**config.mk**
```make
export PLATFORM = sky130hd
export DESIGN_NAME = traffic_light_ctrl
export DESIGN_NICKNAME = d
export VERILOG_FILES = /design/src/rtl/traffic_light_ctrl_pkg.sv /design/src/rtl/btn_debounce.sv /design/src/rtl/traffic_light_ctrl.sv
export SDC_FILE = /design/constraint.sdc
export NUM_CORES = 1
export LEC_CHECK = 0
export ABC_AREA = 1
export CAP_MARGIN = 20
export CORE_MARGIN = 3
export CORE_UTILIZATION = 55
export DETAILED_ROUTE_END_ITERATION = 12
export MAX_ROUTING_LAYER = met4
export PLACE_DENSITY = 0.76
export SYNTH_ARGS = -nofsm -noshare
export SYNTH_HDL_FRONTEND = slang
export SYNTH_SLANG_ARGS = --single-unit
```
**constraint.sdc**
```tcl
create_clock -name clk -period 1.77 [get_ports clk]
set_clock_uncertainty 0.05 [all_clocks]
set_input_delay 0.2655 -clock clk [delete_from_list [all_inputs] [get_ports clk]]
set_output_delay 0.2655 -clock clk [all_outputs]
set_load 0.01 [all_outputs]
```
**src/rtl/traffic_light_ctrl_pkg.sv**
```systemverilog
// Shared traffic-light definitions: state width and state encodings.
// Imported by the controller and by any status/display block that decodes
// the exported state bus.
package traffic_light_ctrl_pkg;

   localparam int ST_W = 3;

   typedef enum logic [ST_W-1:0] {
      RED     = 3'd0,
      YELLOW1 = 3'd1,
      GREEN   = 3'd2,
      YELLOW2 = 3'd3,
      BLINK   = 3'd4
   } tl_state_e;

endpackage

```
**src/rtl/btn_debounce.sv**
```systemverilog
// Board button conditioner: 2-FF synchronizer followed by a stability
// down-counter. The output follows the synchronized input only after it has
// differed from the output for DEB_CYC consecutive samples.
module btn_debounce #(
   parameter int DEB_CYC = 16
) (
   input  logic clk,
   input  logic btn_res,
   input  logic in,
   output logic out
);

   localparam int CW = (DEB_CYC > 2) ? $clog2(DEB_CYC) : 1;
   localparam logic [CW-1:0] CNT_LOAD = CW'(DEB_CYC - 1);

   logic          sync1;
   logic          sync2;
   logic [CW-1:0] stab_cnt;

   // two-stage synchronizer for the asynchronous raw input
   always_ff @(posedge clk or negedge btn_res) begin
      if (!btn_res) begin
         sync1 <= 1'b0;
         sync2 <= 1'b0;
      end else begin
         sync1 <= in;
         sync2 <= sync1;
      end
   end

   // stability counter; any sample equal to the output restarts the count
   always_ff @(posedge clk or negedge btn_res) begin
      if (!btn_res) begin
         stab_cnt <= CNT_LOAD;
         out      <= 1'b0;
      end else if (sync2 == out) begin
         stab_cnt <= CNT_LOAD;
      end else if (stab_cnt == '0) begin
         stab_cnt <= CNT_LOAD;
         out      <= sync2;
      end else begin
         stab_cnt <= stab_cnt - 1'b1;
      end
   end

endmodule

```
**src/rtl/traffic_light_ctrl.sv**
```systemverilog
// Traffic-light controller with programmable phase lengths, a debounced
// pedestrian request that can cut green short, and a blinking-yellow night
// mode. All phase timing advances on a shared prescaler tick.
//
//   state   | meaning
//   --------+-----------------------------------------------------------
//   RED     | red lamp, timer runs T_RED ticks
//   YELLOW1 | yellow after red, T_YEL ticks
//   GREEN   | green, T_GRN ticks or cut early by a pending request
//   YELLOW2 | yellow after green, T_YEL ticks, then RED
//   BLINK   | night mode, yellow toggles every tick until night drops
//   5..7    | illegal, recover to RED on the next clock
module traffic_light_ctrl
   import traffic_light_ctrl_pkg::*;
#(
   parameter int DIV       = 50000000,
   parameter int CNT_W     = 8,
   parameter int T_RED     = 5,
   parameter int T_YEL     = 2,
   parameter int T_GRN     = 5,
   parameter int T_GRN_MIN = 2,
   parameter int DEB_CYC   = 16
) (
   input  logic            clk,
   input  logic            btn_res,
   input  logic            btn,
   input  logic            night,
   output logic            led0,
   output logic            led1,
   output logic            led2,
   output logic [ST_W-1:0] state,
   output logic            req_pend
);

   localparam int PW = (DIV > 2) ? $clog2(DIV) : 1;
   localparam logic [PW-1:0]    PRE_LAST  = PW'(DIV - 1);
   localparam logic [CNT_W-1:0] T_RED_C   = CNT_W'(T_RED);
   localparam logic [CNT_W-1:0] T_YEL_C   = CNT_W'(T_YEL);
   localparam logic [CNT_W-1:0] T_GRN_C   = CNT_W'(T_GRN);
   localparam logic [CNT_W:0]   T_MIN_W   = (CNT_W+1)'(T_GRN_MIN);
   localparam logic [CNT_W:0]   ONE_W     = (CNT_W+1)'(1);
   localparam logic [CNT_W-1:0] ONE_C     = CNT_W'(1);

   logic [PW-1:0]    pre_cnt;
   logic             tick;
   logic             night_s1;
   logic             night_s;
   logic             deb_out;
   logic             deb_d;
   logic             req_evt;
   logic             in_road;
   tl_state_e        st;
   logic [CNT_W-1:0] timer;
   logic             blink;
   logic [CNT_W:0]   grn_elapsed;

   // free-running prescaler, one tick per DIV clocks
   always_ff @(posedge clk or negedge btn_res) begin
      if (!btn_res) begin
         pre_cnt <= '0;
      end else if (pre_cnt == PRE_LAST) begin
         pre_cnt <= '0;
      end else begin
         pre_cnt <= pre_cnt + 1'b1;
      end
   end

   assign tick = (pre_cnt == PRE_LAST);

   // night switch synchronizer; a level, so no debounce needed
   always_ff @(posedge clk or negedge btn_res) begin
      if (!btn_res) begin
         night_s1 <= 1'b0;
         night_s  <= 1'b0;
      end else begin
         night_s1 <= night;
         night_s  <= night_s1;
      end
   end

   btn_debounce #(
      .DEB_CYC (DEB_CYC)
   ) u_btn_deb (
      .clk     (clk),
      .btn_res (btn_res),
      .in      (btn),
      .out     (deb_out)
   );

   // delayed debounced level for rising-edge detection
   always_ff @(posedge clk or negedge btn_res) begin
      if (!btn_res) begin
         deb_d <= 1'b0;
      end else begin
         deb_d <= deb_out;
      end
   end

   assign req_evt     = deb_out & ~deb_d;
   assign in_road     = (st == YELLOW1) | (st == GREEN) | (st == YELLOW2);
   assign grn_elapsed = {1'b0, T_GRN_C} - {1'b0, timer} + ONE_W;

   // phase FSM with timer, request latch and blink phase
   always_ff @(posedge clk or negedge btn_res) begin
      if (!btn_res) begin
         st       <= RED;
         timer    <= T_RED_C;
         req_pend <= 1'b0;
         blink    <= 1'b0;
      end else begin
         // set first so any clear below in the same cycle overrides it
         if (req_evt && in_road) begin
            req_pend <= 1'b1;
         end
         case (st)
            RED, YELLOW1, GREEN, YELLOW2, BLINK: begin
               if (tick) begin
                  if (night_s && (st != BLINK)) begin
                     // blink is 0 outside BLINK, so the entry tick toggles it to 1
                     st       <= BLINK;
                     blink    <= 1'b1;
                     req_pend <= 1'b0;
                  end else if (st == BLINK) begin
                     if (!night_s) begin
                        st       <= RED;
                        timer    <= T_RED_C;
                        blink    <= 1'b0;
                        req_pend <= 1'b0;
                     end else begin
                        blink <= ~blink;
                     end
                  end else if ((st == GREEN) && req_pend && (grn_elapsed >= T_MIN_W)) begin
                     st    <= YELLOW2;
                     timer <= T_YEL_C;
                  end else if (timer > ONE_C) begin
                     timer <= timer - ONE_C;
                  end else begin
                     case (st)
                        RED: begin
                           st    <= YELLOW1;
                           timer <= T_YEL_C;
                        end
                        YELLOW1: begin
                           st    <= GREEN;
                           timer <= T_GRN_C;
                        end
                        GREEN: begin
                           st    <= YELLOW2;
                           timer <= T_YEL_C;
                        end
                        default: begin
                           st       <= RED;
                           timer    <= T_RED_C;
                           req_pend <= 1'b0;
                        end
                     endcase
                  end
               end
            end
            default: begin
               st       <= RED;
               timer    <= T_RED_C;
               req_pend <= 1'b0;
               blink    <= 1'b0;
            end
         endcase
      end
   end

   assign led0  = (st == RED);
   assign led1  = (st == YELLOW1) | (st == YELLOW2) | ((st == BLINK) & blink);
   assign led2  = (st == GREEN);
   assign state = st;

endmodule
```
==> results of run 1 <==
## routing by layer
layer	track usage, %	share of wire [%]	up-vias
met5	-	0	-
met4	7.30	2.1	0
met3	3.71	5.0	18
met2	33.7	47	89
met1	32.3	46	1252
li1	-	-	1293
## through the flow
| step | setup WS [ns] | TNS [ns] | area, um2 | total power [mW] |
|---|---|---|---|---|
| after global routing | -0.158 | -1.30 | 3570 | 1.93 |
| final | -0.0736 | -0.157 | 3570 | 1.85 |
| after CTS | 0.00512 | 0 | 3350 | 1.88 |
| after global placement | 0.0363 | 0 | 3220 | 1.21 |
| after detailed placement | 0.0336 | 0 | 3220 | 1.21 |
| after floorplan | 0.114 | 0 | 2830 | 1.18 |
## registers in the layout, summed over array words and instances (netlist names)
| name | cells |
|---|---|
| pre_cnt | 26 |
| timer | 8 |
| u_btn_deb.stab_cnt | 4 |
| state | 3 |
| blink | 1 |
| deb_d | 1 |
| night_s | 1 |
| night_s1 | 1 |
| req_pend | 1 |
| u_btn_deb.out | 1 |
| u_btn_deb.sync1 | 1 |
| u_btn_deb.sync2 | 1 |
## timing repair
action / CTS / global route
buffers inserted: 4 / 6
gates resized for setup: 8 / 46
pin swaps: 0 / 22
endpoints found under the setup margin: 3 / 33
hold endpoints to repair: 17 / 0
hold buffers: 1 / 0
cloned: 0 / 0
## cell type report
cell class	instances	area [um2]
clock inverter	3	22.5
tap	67	83.8
timing repair buffer	51	429
sequential	49	1240
fill	343	1280
multi-input combinational	267	1540
inverter	50	190
clock buffer	5	68.8
## report_power, final
group          internal (mW)  switching [mW]  leakage [nW]
Combinational         0.0159          0.0346          1.09
Sequential              1.13         0.00610         0.637
Clock                  0.278           0.388        0.0364
Total                   1.43           0.428          1.76
## cell families (layout without fill, tap and decap cells)
| logic type | count (synthesis) | count (layout) | share of synthesized area, % |
|---|---|---|---|
| buf+inv | 53 | 109 | 7.55 |
| flops | 49 | 49 | 43.5 |
| compound gates | 31 | 31 | 7.06 |
| simple gates | 214 | 214 | 34.3 |
| xor+xnor | 16 | 16 | 4.94 |
| fa+ha+maj | 6 | 6 | 2.65 |
## critical path: cells and delay by family, from the launching register on
kind | cells | cell delay [ns]
and+or+nand+nor | 5 | 0.41
adders and majority gates | 1 | 0.13
AOI/OAI and AO/OA | 2 | 0.31
buffers and inverters | 2 | 0.28
DFF | 1 | 0.60
## synth_stat cells (all sizes together)
library cell	instances
clkinv	1
nor3	12
a21oi	10
xor2	10
o31ai	1
dfstp	6
dfrtp	43
o211ai	1
a31oi	1
nand2	83
a22oi	1
a31o	1
ha	6
nand4	17
inv	49
buf	2
o221a	1
o21ai	15
nor2	73
xnor2	6
or2	2
clkbuf	1
nand3	27
## path summary, 6_finish.rpt
check                                              to  slack, ns  cells after the start
min in group asynchronous                    timer[1]       0.40                      2
worst min-delay path                          night_s       0.31                      0
worst max-delay path                         timer[0]      -0.07                     10
max in group asynchronous       u_btn_deb.stab_cnt[2]       0.63                      3
worst min register to register                night_s       0.31                      0
worst max register to register               timer[0]      -0.07                     10
==> results.cfg, run 1 <==
[setup_path]
timing_worst_setup_path_type = reg2reg
critPathArrivalTime_ns = 2.04
setup.worst_path.start_class = flop
worstReg2RegStart = timer[0]
crit_path_max_fanout = 4
worstPathCellList = buf_6 > ha_4 > nand2_4 > a21oi_4 > buf_12 > o21ai_4 > nand2_4 > nor2_2 > nor2_1 > nor2_1
cp-startpoint = timer[0]
crit_path_max_incr_delay_ns = 0.60
worst_path_max_delay_cell = dfstp_2
end_kind = flop
worst-endpoint-required_ns = 1.96

[cts]
tritoncts = built
h-tree-depth = 2
clk-insertion-delay-late_ns = 0.31
clk_pin_slew_worst_paths_ns = 0.10
cts.root.buffer_cell = clkbuf_8
clkSinkCount = 49
cts_buffer_depth = 2
cts_made_buffers = 5

[pwr]
static-leakage-power_nw = 1.76
power.ir.vdd_worst_v = 0.000394
p_per_area_nw_per_um2 = 520

[grt]
grt_start_max_net_pins = 22
grt-ovfl-total = 0
grt_first_pass_wirelength_um = 10800
first_global_vias = 2413
antenna_found_initial = 0
grt_util_all_layers_pct = 22.9

[sta]
tightestPinTransition_ns = 0.470
timing_hold_violations_final = 0
final-max-slew-violation-count = 0
worst_slack_ns = -0.0736
finalHoldWorstSlack_ns = 0.314
slew-limit-headroom_pct = 68.6
setup_repair_after_global_routing_missed_its_margin = yes
finalSetupViolCount = 6
timing.final.crit_share_pct = 104
layout_min_cycle_time_ns = 1.84
max_clock_freq_mhz = 542

[floorplan]
fp.coreArea_um2 = 4850
initial_core_util_pct = 58.5
die_height_um = 77.8
io-pin-count = 11
placement_rows = 25
dieArea_um2 = 6050
die-width_um = 77.8

[yosys]
synth_nets = 379
synth-warning-count = 0
syn_avg_cell_area_um2 = 7.68
yosysUniqueCellTypes = 35
sequential_fraction_of_the_synthesis_area_pct = 43.5
yosys.area.top_type = dfrtp_1
ys_ff_latch = 49
synthDominantCellAreaShare_pct = 38.0
post_synth_instance_area_um2 = 2830
synthesis.instances = 369
synth_top_cells_by_area = dfrtp_1 38%, nand2_1 11%, nor2_1 9.3%

[routing]
remaining_drc_errors = 0
vias = 2652
drtPass1Iterations = 5
initialDrtViolationCount = 244
route.detailed.wl_per_inst_um = 13.9
detail_route.vias_per_cell = 5.39
routed_wirelength_um = 6820
route.antenna.remaining_nets = 0

[outcome]
status = complete, but fails checks
violations = setup timing

[placement]
gp_congestion = 0.910
numPortBuffers = 10
place.detailed.instances = 473
dp.final_hpwl_um = 4680

[hold_path]
worst_hold_path_type = reg2reg
timing.hold.worst.start = night_s1

[job]
timing.max_cap.violations = 0

[layout]
leading_cell_types_in_the_layout_fill_and_taps_excluded = 76 x nand2_1, 64 x nor2_1, 43 x inv_1, 41 x dfrtp_1, 34 x buf_4
finish.utilization_pct = 73.6
layout_commonest_cell = nand2_1
num-nets-final = 434
area_growth_pct = 25.9
antennaDiodeCount = 0
fin_cells = 492
drive_above_1_share_pct = 25.4
Power figures use the tool's default switching activity.
==> run 2: changes to the inputs <==
--- a/config.mk
+++ b/config.mk
@@ -10,6 +10,7 @@
 export CORE_MARGIN = 3
 export CORE_UTILIZATION = 55
 export DETAILED_ROUTE_END_ITERATION = 12
+export HOLD_SLACK_MARGIN = 0.08
 export MAX_ROUTING_LAYER = met4
 export PLACE_DENSITY = 0.76
 export SYNTH_ARGS = -nofsm -noshare
==> results of run 2 <==
Same layout as run 1: the final DEF is identical, and so are final timing and power.
